`config.mk`:
```
export PLATFORM = sky130hd
export DESIGN_NAME = morse_digit_display
export DESIGN_NICKNAME = d
export VERILOG_FILES = /design/src/rtl/morse_digit_display.sv
export SDC_FILE = /design/constraint.sdc
export NUM_CORES = 1
export LEC_CHECK = 0
export CAP_MARGIN = 20
export CORE_ASPECT_RATIO = 0.8
export CORE_MARGIN = 2
export CORE_UTILIZATION = 51
export CTS_CLUSTER_SIZE = 25
export DETAILED_ROUTE_END_ITERATION = 6
export DONT_BUFFER_PORTS = 1
export GPL_ROUTABILITY_DRIVEN = 0
export PLACE_DENSITY_LB_ADDON = 0.25
export SYNTH_ARGS = -nofsm -noshare
export SYNTH_HDL_FRONTEND = slang
export SYNTH_SLANG_ARGS = --single-unit
```
`constraint.sdc`:
```
create_clock -name CLOCK -period 2.35 [get_ports CLOCK]
set_input_delay 0.3525 -clock CLOCK [delete_from_list [all_inputs] [get_ports CLOCK]]
set_output_delay 0.3525 -clock CLOCK [all_outputs]
set_load 0.01 [all_outputs]
```
`src/rtl/morse_digit_display.sv`:
```
// Latches each decoded Morse result on the falling edge of the decoder strobe into
// a four-deep history. It scans that history onto a multiplexed active-low seven-segment display.
module morse_digit_display #(
    parameter int REFRESH_DIV = 100000
) (
    input  logic       CLOCK,
    input  logic       RESET_N,
    input  logic       CLR,
    input  logic       an_in,
    input  logic [3:0] audio_input_number,
    output logic [6:0] seg,
    output logic [3:0] an_out,
    output logic       new_digit,
    output logic [3:0] digit_count
);

    localparam int RW = $clog2(REFRESH_DIV);
    localparam logic [RW-1:0] RCNT_LAST = RW'(REFRESH_DIV - 1);

    logic            an_d;
    logic            capture;
    logic [3:0][3:0] hist;
    logic [3:0]      valid;
    logic [RW-1:0]   rcnt;
    logic [1:0]      sidx;
    logic [3:0]      slot_code;
    logic [6:0]      slot_seg;
    logic [6:0]      seg_next;
    logic [3:0]      an_next;

    // an_d resets low, so a strobe that is already low at reset release is not a capture.
    assign capture = an_d & ~an_in;

    always_ff @(posedge CLOCK or negedge RESET_N) begin
        if (!RESET_N) begin
            an_d        <= 1'b0;
            hist        <= '0;
            valid       <= '0;
            new_digit   <= 1'b0;
            digit_count <= '0;
        end else begin
            an_d      <= an_in;
            new_digit <= 1'b0;
            if (CLR) begin
                hist        <= '0;
                valid       <= '0;
                digit_count <= '0;
            end else if (capture) begin
                hist      <= {hist[2:0], audio_input_number};
                valid     <= {valid[2:0], 1'b1};
                new_digit <= 1'b1;
                if (digit_count != 4'd15)
                    digit_count <= digit_count + 4'd1;
            end
        end
    end

    always_ff @(posedge CLOCK or negedge RESET_N) begin
        if (!RESET_N) begin
            rcnt <= '0;
            sidx <= '0;
        end else if (rcnt == RCNT_LAST) begin
            rcnt <= '0;
            sidx <= sidx + 2'd1;
        end else begin
            rcnt <= rcnt + RW'(1);
        end
    end

    always_comb begin
        slot_code = hist[sidx];
        slot_seg  = 7'b1111111;
        case (slot_code)
            4'd0:    slot_seg = 7'b1000000;
            4'd1:    slot_seg = 7'b1111001;
            4'd2:    slot_seg = 7'b0100100;
            4'd3:    slot_seg = 7'b0110000;
            4'd4:    slot_seg = 7'b0011001;
            4'd5:    slot_seg = 7'b0010010;
            4'd6:    slot_seg = 7'b0000010;
            4'd7:    slot_seg = 7'b1111000;
            4'd8:    slot_seg = 7'b0000000;
            4'd9:    slot_seg = 7'b0010000;
            4'd10:   slot_seg = 7'b1110111;
            4'd11:   slot_seg = 7'b0111111;
            4'd12:   slot_seg = 7'b1111110;
            default: slot_seg = 7'b1111111;
        endcase
        seg_next = 7'b1111111;
        an_next  = 4'b1111;
        // An empty slot leaves every anode off rather than lighting a blank digit.
        if (valid[sidx]) begin
            seg_next = slot_seg;
            an_next  = ~(4'b0001 << sidx);
        end
    end

    always_ff @(posedge CLOCK or negedge RESET_N) begin
        if (!RESET_N) begin
            seg    <= 7'b1111111;
            an_out <= 4'b1111;
        end else begin
            seg    <= seg_next;
            an_out <= an_next;
        end
    end

endmodule

```
# == Word level (Yosys, flattened, before mapping) ==
# Memory sizes are Yosys's and may differ from the RTL's.
# Index checks and enable logic that the tools add are counted.
# word_totals
ff_bits,56
romBits,112
input_bits,8
output_inout_bits,16
wordCells,42
mem_count,1
# mem_list
name,depth,word_bits,rd,rd_ports_with_merged_regs,write_ports,line_no,text
(no name shown),16,7,1,0,0,73,case (slot_code)
# classes
addsub,3
order_cmp,1
n_eq_ne,2
shift,1
mux,16
bitwise_logic,3
n_reduce_logical,3
# ops
op,count
16-bit two-way mux,2
4-bit two-way mux,7
17-bit by 1-bit adder with 17-bit output (second input constant),1
17-bit equality test (second input constant),1
17-bit two-way mux,1
4-bit binary-select mux with 2-bit select,1
7-bit two-way mux,1
4-bit by 1-bit adder with 4-bit output (second input constant),1
4-bit inequality test (second input constant),1
4-bit inverter,1
2-bit nonzero test,2
1-bit by 2-bit left shift with 4-bit output (first input constant),1
2-bit by 3-bit less-than comparator with 1-bit output (second input constant),1
1-bit two-way mux,3
2-bit by 1-bit adder with 2-bit output (second input constant),1
1-bit binary-select mux with 2-bit select,1
2-bit AND reduction,1
1-bit bitwise AND,1
1-bit inverter,1

# == Longest topological paths before layout ==
# Gate-level depths: netlist (run 1).
# depth
ltp_word,4
depth_mapped,8

# == Worst setup path after synthesis (run 1) ==
# No wires, ideal clock.
# synth_timing
kind,register to register
start,register sidx[0]
end,register seg[3]
arrival_ps,1829
t_required_ps,2261
setup_slack_ps,431
path_stages_with_launch,7
path_cell_list,dfrtp_1 buf_6 mux4_1 ha_1 mux2_2 o21ai_0 nand2_1
# synth_between
elab_chain_len,4
word_cells_on_any_way,6
cone_classes,mux (5); memory (1)
# synth_lines
element,line_no,text
start: declaration,25,logic [1:0] sidx;
start signal: assignment,64,sidx <= sidx + 2'd1;
4-bit binary-select mux with 2-bit select,71,slot_code = hist[sidx];
4-bit two-way mux (implied by the code),71,
memory 16 x 7 bit,-,
7-bit two-way mux *,92,if (valid[sidx]) begin
via seg_next[3],28,logic [6:0] seg_next;
end signal: assignment,103,seg <= seg_next;
end: declaration,11,"output logic [6:0] seg,"
# Mark *: on every way through the listed nets, which the timed path passes. The rest lies on a longest branch. The select of a mux whose other input is x is not followed.
# A chain may end at the register's enable or synchronous reset.

# == Worst setup path after layout (run 1) ==
# Ends and elaborated chain as after synthesis.

==> results.json, run 1 <==
{
  "synthCells": 255,
  "postRouteAntennaNets": 0,
  "drt_pass1_iterations": 4,
  "worst_hold_path_type": "in -> reg",
  "critPathMaxFanout": 7,
  "multiInputGateArea_um2": 1165,
  "vias": 1732,
  "rsz0062_at_grt": "no",
  "pwr-share-comb_pct": 5.7,
  "synth_top_area_cell": "dfrtp_1",
  "wl_per_cell_um": 13.69,
  "worstPathRequired_ns": 2.58,
  "yosysUniqueCellTypes": 40,
  "timing.max_cap.violations": 0,
  "io_buffers": 0,
  "grt_max_degree": 57,
  "cts_buffers": 5,
  "ys_top_cells_by_area": "dfrtp_1 (42%), dfstp_2 (11%), nand2_1 (7.4%)",
  "setup_tns_ns": 0,
  "start_util_pct": 53.26,
  "route.detailed.drc": 0,
  "criticalPathCategory": "reg -> reg",
  "cts_setup_buffers": 0,
  "internal-power_uw": 1263,
  "syn_area_per_cell_um2": 10.58,
  "syn2layout_area_growth_pct": 6.169,
  "std_cell_rows": 23,
  "hold_viol": 0,
  "via_per_inst": 5.429,
  "yosys-top-cells-count": "nand2_1 (53), dfrtp_1 (45), a21oi_1 (23), nor2_1 (19), xnor2_1 (13)",
  "grt_overflow_total": 0,
  "synth.most_common_cell": "nand2_1",
  "fin_skew_ns": 0.006232,
  "relSlewSlack_pct": 76.13,
  "die_w_um": 85.31,
  "period_share_pct": 83.88,
  "yosysWarnings": 0,
  "synth_seq_area_share_pct": 52.46,
  "fin_nets": 276,
  "ff_latch_area_um2": 1415,
  "clkSinkCount": 56,
  "antenna_found_initial": 0,
  "endpoint_kind": "flip-flop",
  "async_reset_ff_share_pct": 100.0,
  "ios": 24,
  "p_total_uw": 1643,
  "die_area_um2": 5891,
  "core_area_um2": 5065,
  "ys_ff_latch": 56,
  "grtUsageTotal_pct": 16.49,
  "p_switching_uw": 380.6,
  "final.min_clock_period_ns": 1.971,
  "grt_pass1_vias": 1646,
  "wirelength_um": 4367,
  "synth_edf_count": 0,
  "status": "completed",
  "fillCellCount": 447,
  "clock_latency_ns": 0.31,
  "setup_viol": 0,
  "swShare_pct": 23.16,
  "tightest_slew_ns": 0.3568,
  "netlist_area_um2": 2698,
  "critPathLaunchType": "flip-flop",
  "arrival_ns": 2.20,
  "timing.final.max_slew_violations": 0,
  "drt-initial-drc-count": 78,
  "synth_ff_type": "dfrtp_1",
  "dp_hpwl_um": 2904,
  "peakVddDrop_v": 0.0003241,
  "htreeDepth": 2,
  "powerDensity_nw_per_um2": 573.8,
  "synth_top_cell_area_share_pct": 41.74,
  "root_buffer": "clkbuf_8",
  "power_leakage_uw": 0.001197,
  "clockPowerShare_pct": 33.1,
  "chipHeight_um": 69.05,
  "pwr-share-seq_pct": 61.3,
  "timing.fmax_ghz": 0.5073,
  "clock_path_buffers": 2,
  "grt_pass1_wl_um": 7700,
  "cts.clk_slew.worst_paths_ns": 0.10,
  "cts_tree": "yes",
  "drive_gt1_share_pct": 13.62,
  "diodes": 0,
  "synth_nets": 275
}
-- metrics by stage --
| stage | area (um2) | cells | setup slack (ns) | hold WS [ns] | utilization, % |
|---|---|---|---|---|---|
| final | 2864 | 319 | 0.3787 | 0.06022 | 56.55 |
| after global routing | 2864 | 319 | 0.3200 | 0.03124 | 56.55 |
| after CTS | 2864 | 319 | 0.3756 | 0.04860 | 56.55 |
| after detailed placement | 2733 | 309 | 0.3919 | 0.05793 | 53.95 |
| after global placement | 2733 | 309 | 0.4414 | 0.05799 | 53.95 |
| after floorplan | 2698 | 255 | 0.4311 | 0.05691 | - |
-- worst max-delay path: stages, from the launching register on --
cell	delay, ns
dfrtp_1	0.43
mux4_1	0.70
ha_1	0.28
mux2_2	0.26
o21ai_0	0.14
nand2_1	0.08
-- logic make-up (layout without fill, tap and decap cells) --
kind of cell	after synthesis	after routing	synth area share (%)
AO/OA/AOI/OAI	36	36	7.653
XOR/XNOR	17	17	5.519
adder cells (fa/ha/maj)	12	12	5.566
buffers and inverters	23	25	4.360
flip-flops	56	56	52.46
multiplexers	9	9	6.169
AND/OR/NAND/NOR	102	102	18.27
-- power by group through the flow --
stage,Clock (uW),Combinational (uW),Sequential (uW)
after CTS,565,95.3,1010
after floorplan,0,63.8,1020
final,543,93.1,1010
after detailed placement,0,69.5,1030
after global placement,0,68.3,1030
after global routing,608,108,1010
-- state kept, by name (all words and copies together) (netlist names) --
register,cells
hist,16
seg,7
sidx,2
new_digit,1
an_out,4
rcnt,17
an_d,1
valid,4
digit_count,4
-- final timing paths --
kind | start | slack, ns | endpoint | depth (start not counted)
setup reg to reg | sidx[0] | 0.38 | seg[3] | 5
hold reg to reg | rcnt[0] | 0.49 | rcnt[0] | 1
min in group asynchronous | RESET_N | 0.54 | digit_count[0] | 2
setup / recovery | sidx[0] | 0.38 | seg[3] | 5
max in group asynchronous | RESET_N | 1.49 | an_out[1] | 2
hold / removal | an_in | 0.06 | an_d | 0
-- final cells by class --
type / instances / share of cell area, %
clock buffers: 7 / 3.014
clock inverters: 1 / 0.2621
inverters: 10 / 1.311
multi-input cells: 176 / 40.67
flip-flops and latches: 56 / 49.41
well taps: 62 / 2.709
repair buffers: 7 / 2.621
-- layout by cell type (no fill, tap or decap), types with 2 or more instances in the layout --
cell,count
a21oi_1,23
and3_1,2
buf_4,5
clkbuf_8,6
dfrtp_1,45
dfstp_2,11
ha_1,12
inv_1,10
mux2_2,2
mux2i_1,2
mux4_1,3
mux4_2,2
nand2_1,53
nand2b_1,2
nand3_1,5
nand4_1,3
nand4b_1,2
nor2_1,19
nor2b_1,3
nor3_1,4
o211ai_1,2
o21ai_0,4
or3b_2,2
xnor2_1,13
xor2_1,4
-- metal layers --
metal  GRT usage [%]  wire (um)  vias up
li1                -          -      859
met1           23.82       2267      835
met2           22.92       1870       34
met3           6.228        174        4
met4           5.291         55        0
met5               0          0        -
-- timing repair --
action	4_1_cts	5_1_grt
resized for setup	0	0
hold endpoints to repair	56	0
hold buffers	2	0
No activity file was read; power rests on OpenSTA's default activity.
==> inputs of run 2 (changes only) <==
- clock period: 2.35 -> 1.9 ns (I/O delays scaled with it)
==> results.json, run 2 (synthesis gave the netlist of run 1 again) <==
{
  "drive_gt1_share_pct": 16.41,
  "core_area_um2": 5065,
  "ios": 24,
  "final.min_clock_period_ns": 1.782,
  "vias": 1796,
  "endpoint_kind": "flip-flop",
  "die_area_um2": 5891,
  "peakVddDrop_v": 0.0003639,
  "syn2layout_area_growth_pct": 7.468,
  "root_buffer": "clkbuf_8",
  "diodes": 0,
  "drt-initial-drc-count": 99,
  "post_dp_cell_area_um2": 2751,
  "place_inst": 312,
  "fin_ws_ns": 0.1181,
  "hold_viol": 0,
  "period_share_pct": 93.78,
  "clock_latency_ns": 0.31,
  "cts_tree": "yes",
  "io_buffers": 0,
  "relSlewSlack_pct": 75.02,
  "layout_commonest_cell": "nand2_1",
  "regMostFlops": "rcnt",
  "powerDensity_nw_per_um2": 705.7,
  "grt_overflow_total": 0,
  "timing.final.max_slew_violations": 0,
  "critPathMaxFanout": 7,
  "setup_tns_ns": 0,
  "cpLargestDelayFamily": "simple AND/OR/NAND/NOR gates",
  "crit_chain": "ha_1, and4_2, nand2_1, nor4_4, mux2_2",
  "route.detailed.drc": 0,
  "arrival_ns": 1.99,
  "worstPathRequired_ns": 2.10,
  "chipHeight_um": 69.05,
  "fin_skew_ns": 0.005952,
  "grt_pass1_wl_um": 8445,
  "fin_cells": 324,
  "crit_slowest_cell": "dfrtp_1",
  "wirelength_um": 4755,
  "largest_registers": "rcnt x17, hist x16, seg x7",
  "max_stage_delay_ns": 0.40,
  "clock_path_buffers": 2,
  "via_per_inst": 5.543,
  "p_total_uw": 2046,
  "largest_reg_flops": 17,
  "timing.fmax_ghz": 0.5612,
  "setup_viol": 0,
  "worst_hold_path_type": "in -> reg",
  "tightest_slew_ns": 0.3733,
  "grt_pass1_vias": 1755,
  "die_w_um": 85.31,
  "drt_pass1_iterations": 4,
  "criticalPathCategory": "reg -> reg",
  "dp_hpwl_um": 3161,
  "std_cell_rows": 23,
  "clkSinkCount": 56,
  "finalInstanceArea_um2": 2899,
  "wl_per_cell_um": 14.68,
  "rsz0062_at_grt": "no",
  "postRouteAntennaNets": 0,
  "cts_buffers": 5,
  "antenna_found_initial": 0,
  "grtUsageTotal_pct": 17.91,
  "path_buf_inv": 0,
  "fin_nets": 281,
  "cts.clk_slew.worst_paths_ns": 0.10,
  "timing.max_cap.violations": 0,
  "grt_max_degree": 57,
  "power_leakage_uw": 0.001210,
  "start_util_pct": 53.26,
  "place_ws_ns": 0.001950,
  "status": "completed",
  "mostFrequentLayoutCells": "nand2_1 (53), dfrtp_1 (44), a21oi_1 (23)",
  "htreeDepth": 2,
  "critPathLaunchType": "flip-flop"
}
-- run 2: changes by cell type in the layout (fill, tap and decap cells not counted) --
cell	previous run	this run
mux4_1	3	1
dlygate4sd3_1	1	2
dfrtp_1	45	44
mux4_2	2	4
and4_1	1	0
and4_2	0	1
buf_4	5	9
dfrtp_2	0	1
-- run 2: what timing repair did --
action / in CTS / in global routing
hold buffers: 3 / 0
gates resized for setup: 1 / 2
endpoints found under the setup margin: 1 / 11
endpoints found under the hold margin: 57 / 0
buffers inserted: 0 / 1
-- run 2: final timing paths --
path / to / slack (ns) / depth (start not counted) / start
setup / recovery: sidx[1] / 0.12 / 5 / rcnt[0]
hold / removal: digit_count[3] / 0.02 / 1 / CLR
setup reg to reg: sidx[1] / 0.12 / 5 / rcnt[0]
hold reg to reg: rcnt[0] / 0.50 / 1 / rcnt[0]
max in group asynchronous: seg[6] / 1.14 / 2 / RESET_N
min in group asynchronous: hist[10] / 0.47 / 2 / RESET_N
-- run 2: cell type report --
cell class              count  area (um2)
clock buffers               7       86.33
multi-input cells         176        1159
inverters                  10       37.54
well taps                  62       77.57
repair buffers             12       115.1
flip-flops and latches     56        1416
clock inverters             1       7.507
fillers                   428        2166
-- run 2: routing by layer --
| layer | vias up | global-route usage, % | share of wire (%) |
|---|---|---|---|
| met5 | - | 0 | 0 |
| met4 | 0 | 6.349 | 1.6 |
| met3 | 7 | 4.671 | 4.8 |
| met2 | 44 | 26.48 | 45 |
| met1 | 878 | 25.57 | 49 |
| li1 | 867 | - | - |
-- run 2: report_power, final --
group / switching (uW) / internal (uW)
combinational: 77.6 / 44.8
clock: 380 / 297
sequential: 22.9 / 1220
total: 480 / 1570
-- run 2: stage by stage --
step                      utilization [%]  hold WS [ns]
after floorplan                         -      -0.01059
final                               57.24       0.02249
after detailed placement            54.32     -0.009593
after global placement              54.32     -0.009655
after global routing                57.24     0.0006621
after CTS                           57.04       0.01267
==> RTL edit: new RTL, settings of run 1 <==
`REFRESH_DIV`: 100000 -> 25000.
--- a/src/rtl/morse_digit_display.sv
+++ b/src/rtl/morse_digit_display.sv
@@ -1,7 +1,7 @@
 // Latches each decoded Morse result on the falling edge of the decoder strobe into
 // a four-deep history. It scans that history onto a multiplexed active-low seven-segment display.
 module morse_digit_display #(
-    parameter int REFRESH_DIV = 100000
+    parameter int REFRESH_DIV = 25000
 ) (
     input  logic       CLOCK,
     input  logic       RESET_N,
Behaviour: no difference found for any inputs over 10 cycles, from zero or initial values and one cycle with RESET_N low; that may be too few to reach the edited logic, so the function may still have changed.
==> RTL edit against run 1 <==
Combinational power shrank 0.6%; synthesized area shrank 5.3%; critical path depth is the same; first-iteration DRC count is the same; clock power shrank 2%; cell area shrank 4.6%; worst setup slack lost 6.4 ps; sequential cell count shrank 2; total power shrank 2.7%; routed wire length shrank 6.4%; fmax shrank 0.32%; synthesized cell count shrank 4.7%.
==> RTL edit: results (changes against run 1) <==
[grt] vias in the first global route 1,537 [was 1,646]
[critical_path] Worst R2R Setup Slack 370 ps
[grt] wire length of the first global-routing pass 7320 um [was 7700 um]
[run_status] status completed [unchanged]
[cts] depth of the CTS H-tree 2 [unchanged]
[sta] setup skew after layout 5.39 ps [was 6.23 ps]
[synthesis] sequential fraction of the synthesis area 0.534 [was 0.525]
[grt] largest net degree at the start of global routing 55 [was 57]
[placement] sum of net half-perimeters after detailed placement 2710 um [was 2900 um]
[layout] nets@finish 265 [was 276]
[synthesis] most used standard cells in the synthesized netlist 48 x nand2_1, 43 x dfrtp_1, 22 x a21oi_1, 21 x nor2_1, 12 x ha_1 [was 53 x nand2_1, 45 x dfrtp_1, 23 x a21oi_1, 19 x nor2_1, 13 x xnor2_1]
[routing] mean number of vias per cell 5.31 [was 5.43]
[sta] Fin. Hold Viols 0 [unchanged]
[routing] total length of routed met2 wires 1670 um [was 1870 um]
[synthesis] library cells used by synthesis 35 [was 40]
[routing] met1 wire length 2200 um [was 2270 um]
[routing] total wirelength of the detailed-routed design 4090 um [was 4370 um]
[synthesis] synthesized netlist net count 263 [was 275]
[sta] headroom to the max-slew limit 0.774 [was 0.761]
[power_and_ir_drop] Max IR drop VDD 0.388 mV [was 0.324 mV]
[routing] WL met3 175 um [was 174 um]
[power_and_ir_drop] static leakage power 1.16 nW [was 1.20 nW]
[synthesis] synth top area cells dfrtp_1 42%, dfstp_2 11%, nand2_1 7.1%, ha_1 5.9%, a21oi_1 4.3% [was dfrtp_1 42%, dfstp_2 11%, nand2_1 7.4%, ha_1 5.6%, a21oi_1 4.3%]
[power_and_ir_drop] Internal Pwr Total 0.00123 W [was 0.00126 W]
[critical_path] worst-path cell with the longest stage delay mux4_1 [unchanged]
[layout] Largest regs hist: 16 flops, rcnt: 15 flops, seg: 7 flops [was rcnt: 17 flops, hist: 16 flops, seg: 7 flops]
[grt] Global Route Usage Sum 0.165 [about the same]
RTL edit: cell types whose count changed after synthesis, moves of 2 or more:
| cell | change |
|---|---|
| nand2_1 | -5 |
| nor2_1 | +2 |
| nand4b_1 | -2 |
| nand3_1 | +3 |
| dfrtp_1 | -2 |
| nor4_1 | +2 |
| or3b_2 | -2 |
| xnor2_1 | -2 |
RTL edit: how the worst max path moves through the flow:
stage,cells past startpoint,to,startpoint,slack (ps)
2_1_floorplan,6,seg[3]$_DFF_PN1_,sidx[0]$_DFFE_PN0N_,430
3_3_place_gp,5,seg[3]$_DFF_PN1_,sidx[0]$_DFFE_PN0N_,430
3_5_place_dp,5,seg[3]$_DFF_PN1_,sidx[0]$_DFFE_PN0N_,380
4_1_cts,5,seg[3]$_DFF_PN1_,sidx[0]$_DFFE_PN0N_,370
5_1_grt,5,seg[3]$_DFF_PN1_,sidx[0]$_DFFE_PN0N_,250
6_report,5,seg[3]$_DFF_PN1_,sidx[0]$_DFFE_PN0N_,370
RTL edit: through the flow:
step	hold WS, ps	instance area, um^2	std cells	setup slack (ps)
6_report	72.0	2730	308	372
5_1_grt	43.7	2730	308	254
4_1_cts	62.8	2730	308	365
3_5_place_dp	58.3	2600	298	380
3_3_place_gp	59.1	2600	298	428
2_1_floorplan	56.9	2550	243	431
RTL edit: power groups by stage:
| stage | combinational (W) | clock [W] | sequential [W] |
|---|---|---|---|
| after floorplan | 0.0000638 | 0 | 0.000987 |
| after global placement | 0.0000684 | 0 | 0.000991 |
| after detailed placement | 0.0000693 | 0 | 0.000991 |
| after CTS | 0.0000950 | 0.000551 | 0.000973 |
| after global routing | 0.000108 | 0.000603 | 0.000976 |
| final | 0.0000925 | 0.000533 | 0.000973 |
RTL edit: cell families after synthesis:
group / count (synthesis) / share of synthesized area
fa+ha+maj: 12 / 0.0588
compound gates: 34 / 0.0749
flops: 54 / 0.534
xor+xnor: 16 / 0.0548
mux: 9 / 0.0651
simple gates: 98 / 0.174
buf+inv: 20 / 0.0382
RTL edit: cell type report:
class                           count  area, um^2
Timing Repair Buffer                6        67.6
Sequential cell                    54        1370
Tap cell                           62        77.6
Clock inverter                      2        12.5
Fill cell                         432        2190
Inverter                            9        33.8
Multi-Input combinational cell    169        1090
Clock buffer                        6        82.6
RTL edit: worst register-to-register path, cell delays in order, from the launching register on:
cell	delay [ps]
dfrtp_1	440
mux4_1	710
ha_1	270
mux2_2	260
o21ai_0	160
nand2_1	70
RTL edit: routing by layer:
layer / vias up / track usage
met4: 0 / 0.0389
li1: 818 / -
met3: 2 / 0.0489
met2: 38 / 0.236
met1: 776 / 0.247
met5: - / 0
